File: src/rtl/switch_pre_feed.sv
// switch_pre_feed: pops one store-and-forward frame from the FWFT descriptor
// and byte FIFOs and streams it to switch_pre as a 2-byte header, the frame
// bytes, then zero padding up to the next 16-byte cell boundary.
module switch_pre_feed #(
   parameter int MIN_LEN = 60,
   parameter int MAX_LEN = 1518
) (
   input  logic        clk,
   input  logic        rstn,
   input  logic [15:0] ptr_fifo_dout,
   input  logic        ptr_fifo_empty,
   output logic        ptr_fifo_rd,
   input  logic [7:0]  data_fifo_dout,
   input  logic        data_fifo_empty,
   output logic        data_fifo_rd,
   output logic        sof,
   output logic        dv,
   output logic [7:0]  dout,
   input  logic        i_cell_bp,
   output logic        busy,
   output logic [15:0] frame_cnt,
   output logic [15:0] drop_cnt,
   output logic        underrun
);

   localparam logic [10:0] MIN_L = 11'(MIN_LEN);
   localparam logic [10:0] MAX_L = 11'(MAX_LEN);

   typedef enum logic [2:0] {IDLE, CHECK, SOF, BODY, GAP, DROP} state_t;

   state_t      state, state_n;
   logic [3:0]  portmap_q, portmap_n;
   logic [10:0] len_q, len_n;
   logic [11:0] idx, idx_n;
   logic        sof_n, dv_n, ptr_rd_n, underrun_n;
   logic [7:0]  dout_n;
   logic [15:0] frame_cnt_n, drop_cnt_n;

   logic [11:0] total;
   logic [7:0]  byte0, byte1;
   logic        frame_due, drop_due;
   logic        unused_desc_bit11;

   // Descriptor bit 11 carries no meaning for this block.
   assign unused_desc_bit11 = ptr_fifo_dout[11];

   // Header bytes and the cell-rounded stream length of the latched frame.
   assign byte0 = {1'b0, len_q[10:8], portmap_q};
   assign byte1 = len_q[7:0];
   assign total = ({1'b0, len_q} + 12'd17) & 12'hFF0;

   // A frame byte is due when the next stream index lands inside the frame;
   // a drop pop is due until len bytes have been discarded.
   assign frame_due = (state == BODY) && (idx != total - 12'd1) && (idx <= {1'b0, len_q});
   assign drop_due  = (state == DROP) && (idx != {1'b0, len_q});

   assign data_fifo_rd = (frame_due || drop_due) && !data_fifo_empty;
   assign busy         = (state != IDLE);

   // Next-state and next registered-output logic.
   always_comb begin
      state_n     = state;
      portmap_n   = portmap_q;
      len_n       = len_q;
      idx_n       = idx;
      sof_n       = sof;
      dv_n        = dv;
      dout_n      = dout;
      ptr_rd_n    = 1'b0;
      underrun_n  = 1'b0;
      frame_cnt_n = frame_cnt;
      drop_cnt_n  = drop_cnt;
      case (state)
         IDLE: begin
            sof_n  = 1'b0;
            dv_n   = 1'b0;
            dout_n = 8'h00;
            if (!ptr_fifo_empty) begin
               portmap_n = ptr_fifo_dout[15:12];
               len_n     = ptr_fifo_dout[10:0];
               ptr_rd_n  = 1'b1;
               state_n   = CHECK;
            end
         end
         CHECK: begin
            if ((len_q >= MIN_L) && (len_q <= MAX_L)) begin
               sof_n   = 1'b1;
               dv_n    = 1'b1;
               dout_n  = byte0;
               state_n = SOF;
            end else begin
               drop_cnt_n = drop_cnt + 16'd1;
               idx_n      = 12'd0;
               state_n    = DROP;
            end
         end
         SOF: begin
            if (!i_cell_bp) begin
               sof_n   = 1'b0;
               dout_n  = byte1;
               idx_n   = 12'd1;
               state_n = BODY;
            end
         end
         BODY: begin
            if (idx == total - 12'd1) begin
               dv_n    = 1'b0;
               dout_n  = 8'h00;
               state_n = GAP;
            end else begin
               idx_n = idx + 12'd1;
               if (frame_due) begin
                  if (data_fifo_empty) begin
                     dout_n     = 8'h00;
                     underrun_n = 1'b1;
                  end else begin
                     dout_n = data_fifo_dout;
                  end
               end else begin
                  dout_n = 8'h00;
               end
            end
         end
         GAP: begin
            frame_cnt_n = frame_cnt + 16'd1;
            state_n     = IDLE;
         end
         DROP: begin
            if (drop_due) begin
               idx_n      = idx + 12'd1;
               underrun_n = data_fifo_empty;
            end else begin
               state_n = IDLE;
            end
         end
         default: state_n = IDLE;
      endcase
   end

   // State and registered outputs; reset abandons any frame in flight.
   always_ff @(posedge clk or negedge rstn) begin
      if (!rstn) begin
         state       <= IDLE;
         portmap_q   <= 4'd0;
         len_q       <= 11'd0;
         idx         <= 12'd0;
         sof         <= 1'b0;
         dv          <= 1'b0;
         dout        <= 8'h00;
         ptr_fifo_rd <= 1'b0;
         underrun    <= 1'b0;
         frame_cnt   <= 16'd0;
         drop_cnt    <= 16'd0;
      end else begin
         state       <= state_n;
         portmap_q   <= portmap_n;
         len_q       <= len_n;
         idx         <= idx_n;
         sof         <= sof_n;
         dv          <= dv_n;
         dout        <= dout_n;
         ptr_fifo_rd <= ptr_rd_n;
         underrun    <= underrun_n;
         frame_cnt   <= frame_cnt_n;
         drop_cnt    <= drop_cnt_n;
      end
   end

endmodule

File: config.mk
export PLATFORM = sky130hd
export DESIGN_NAME = switch_pre_feed
export DESIGN_NICKNAME = d
export VERILOG_FILES = /design/src/rtl/switch_pre_feed.sv
export SDC_FILE = /design/constraint.sdc
export NUM_CORES = 1
export LEC_CHECK = 0
export ABC_AREA = 1
export CAP_MARGIN = 20
export CORE_ASPECT_RATIO = 0.7
export CORE_MARGIN = 1
export CORE_UTILIZATION = 54
export DETAILED_ROUTE_END_ITERATION = 8
export PLACE_DENSITY_LB_ADDON = 0.08
export SETUP_SLACK_MARGIN = 0.15
export SKIP_CTS_REPAIR_TIMING = 1
export SLEW_MARGIN = 20
export SYNTH_ARGS = -nofsm -noshare
export SYNTH_HDL_FRONTEND = slang
export SYNTH_SLANG_ARGS = --single-unit
File: constraint.sdc
create_clock -name clk -period 3.2 [get_ports clk]
set_clock_uncertainty 0.1 [all_clocks]
set_input_delay 0.64 -clock clk [delete_from_list [all_inputs] [get_ports clk]]
set_output_delay 0.64 -clock clk [all_outputs]
set_load 0.02 [all_outputs]
==> flow_metrics.tcl <==
set metrics [dict create \
    status "complete, but fails checks" \
    violations "setup timing" \
    p_int_mw 2.932 \
    drv_cap 0 \
    r2r_slack_ns 0.49 \
    fin_crit_ns 3.235 \
    overflow 0 \
    core_area_sq_mm 0.008443 \
    reg2reg_from "len_q[3]" \
    clockRootBuffer "clkbuf_16" \
    tightest_slew_ns 0.9613 \
    slowest_delay_ns 0.39 \
    num_rows 28 \
    clk_pin_slew_worst_paths_ns 0.06 \
    grt_max_degree 75 \
    cpLargestDelayFamily "simple AND/OR/NAND/NOR gates" \
    clockPowerShare 0.217 \
    total_power_mw 5.132 \
    synth-seq-area-share 0.3944 \
    avgSynthCellArea_sq_um 8.068 \
    slew_headroom 0.3592 \
    ios 75 \
    dp_hpwl_um 9029 \
    mostFrequentLayoutCell "nand2_1" \
    netlist_instances 582 \
    combPwrFrac 0.518 \
    die_area_sq_mm 0.009079 \
    die_w_um 113.5 \
    setup-violations-final 1 \
    wl_per_cell_um 14.95 \
    required_ns 2.46 \
    hp-class "in2async" \
    crit_buf_inv 3 \
    drc_errors 0 \
    n_antenna_cell 0 \
    crit_path_cell_trace "nand2_4 -> nor2_4 -> nand2_2 -> nand2_2 -> inv_2 -> ha_4 -> xnor2_1 -> nor2_1 -> nand3_1 -> a21oi_2 -> nand2_1 -> nor2_4 -> nand3_4 -> nand2_2 -> inv_2 -> nand2_2 -> a21oi_2 -> buf_6" \
    p_leak_nw 3.058 \
    ant_nets 0 \
    vias_per_cell 5.183 \
    drive_gt1_frac 0.2239 \
    cts_tree "yes" \
    htreeDepth 3 \
    peakVddDrop_mv 0.4082 \
    ys_async_sr_fraction 1.000 \
    path_common_cell "nand2_2" \
    syn_to_final_growth_pct 34.88 \
    nets 749 \
    synthFlopType "dfrtp_1" \
    start_util 0.5562 \
    place.port_buffers 73 \
    crit_type "reg2out" \
    vias 4302 \
    synth_area_sq_mm 0.004696 \
    gp_congestion 0.8775 \
    synthesis.nets 626 \
    p_sw_frac 0.4287 \
    firstDrtPassIters 4 \
    start_kind "register" \
    worstPathMaxFanout 5 \
    worst_slack_ns -0.03533 \
    drt-total-wl_um 12410 \
    multi_input_area_sq_mm 0.002565 \
    ys_types 51 \
    p_per_area_mw_per_mm2 810.3 \
    synth_top_area_frac 0.3944 \
    die_h_um 80.02 \
    min_period_over_period 1.011 \
    rsz0062_at_grt "yes" \
    cts.sinks 74 \
    hold_viol_final 0 \
    yosysTopAreaCell "dfrtp_1" \
    synth_area_leaders "dfrtp_1 39%, nand2_1 11%, inv_1 6.1%" \
    antenna_found_initial 0 \
    mostFrequentLayoutCells "134 x nand2_1, 75 x inv_1, 74 x dfrtp_1" \
    track_usage 0.2886 \
    final-seq-area_sq_mm 0.001852 \
    p_sw_mw 2.200 \
    r2r_cells 18 \
    synth_seq_cells 74 \
    fmax_mhz 309.1 \
    finalSetupTns_ns -0.03533 \
    end_kind "primary output" \
    clkLatencyLatePin_ns 0.34 \
    timing.rr.end "idx[1]" \
    crit_arrival_ns 2.50 \
    p_seq_frac 0.264 \
    first_iter_violations 227 \
    maxSlewViolCount 0 \
    ys_warn_count 0 \
    synth_edf_count 0 \
    cp_slowest_cell "dfrtp_1" \
    grt_pass1_vias 3974 \
    nFillCells 634 \
    grt_pass1_wl_um 20040 \
    cts.path.max_buffers 2 \
    cts_buffers 9 \
]
cell type report:
cell class              count  share of cell area
inverters                  83             0.04919
multi-input cells         415              0.4050
flip-flops and latches     74              0.2924
clock buffers              12             0.04050
clock inverters             4             0.01166
repair buffers            122              0.1776
well taps                 120             0.02371
layer usage:
layer / part of all wire / vias to the layer above / GRT usage
li1: - / 2121 / -
met1: 0.50 / 2013 / 0.4351
met2: 0.42 / 153 / 0.4135
met3: 0.072 / 15 / 0.06682
met4: 0.0095 / 0 / 0.06842
met5: 0 / - / 0
synthesized netlist by cell type, types with 2 or more instances:
| cell | n |
|---|---|
| ha_1 | 15 |
| xnor2_1 | 11 |
| buf_12 | 2 |
| inv_1 | 76 |
| nor4_1 | 4 |
| nand4_1 | 16 |
| nand2_2 | 18 |
| nor2_1 | 42 |
| nand2_1 | 141 |
| nor3_4 | 2 |
| nor2_4 | 7 |
| nand2_4 | 4 |
| o21ai_1 | 3 |
| or2_2 | 5 |
| o22ai_1 | 7 |
| nor3_2 | 2 |
| inv_2 | 6 |
| xor2_1 | 26 |
| clkbuf_1 | 5 |
| o21ai_0 | 22 |
| dfrtp_1 | 74 |
| a21oi_1 | 8 |
| nand3_2 | 7 |
| nor2_2 | 3 |
| nor3_1 | 7 |
| o21ai_2 | 9 |
| nand3_1 | 36 |
stage by stage:
step / area, sq um / worst slack [ns] / hold slack, ns / utilization / cells
global placement: 5832 / -0.1875 / 0.3713 / 0.6907 / 809
finish: 6334 / -0.03533 / 0.3303 / 0.7501 / 830
global route: 6334 / -0.2012 / 0.4126 / 0.7501 / 830
detailed placement: 5832 / -0.2645 / 0.3691 / 0.6907 / 809
CTS: 6162 / -0.6435 / 0.3854 / 0.7298 / 825
floorplan: 4696 / 0.2327 / 0.2444 / - / 582
state kept, by name, indices dropped and copies added (netlist names):
name	cells
ptr_fifo_rd	1
len_q	11
portmap_q	4
dv	1
idx	12
frame_cnt	16
state	3
drop_cnt	16
underrun	1
dout	8
sof	1
power groups by stage:
| stage | sequential [mW] | combinational (mW) | clock [mW] |
|---|---|---|---|
| 2_1_floorplan | 1.45 | 1.50 | 0 |
| 3_3_place_gp | 1.35 | 2.38 | 0 |
| 3_5_place_dp | 1.35 | 2.43 | 0 |
| 4_1_cts | 1.34 | 2.45 | 1.13 |
| 5_1_grt | 1.39 | 2.91 | 1.16 |
| 6_report | 1.36 | 2.66 | 1.11 |
kinds of logic (layout without fill, tap and decap cells):
logic type	Yosys count	after routing	share of synthesized area
AO/OA/AOI/OAI	58	58	0.07808
XOR/XNOR	38	38	0.07248
adder cells (fa/ha/maj)	15	15	0.03997
buffers and inverters	93	221	0.08233
flip-flops	74	74	0.3944
multiplexers	1	1	0.002398
AND/OR/NAND/NOR	303	303	0.3304
worst max path at each step:
stage / startpoint / end / cells after the start / slack, ns
3_5_place_dp: len_q[3] / data_fifo_rd / 18 / -0.26
4_1_cts: len_q[3] / data_fifo_rd / 18 / -0.64
3_3_place_gp: len_q[2] / data_fifo_rd / 18 / -0.19
5_1_grt: len_q[3] / data_fifo_rd / 18 / -0.20
6_report: len_q[3] / data_fifo_rd / 18 / -0.04
2_1_floorplan: len_q[4] / data_fifo_rd / 17 / 0.23
No activity file was read; power rests on OpenSTA's default activity.
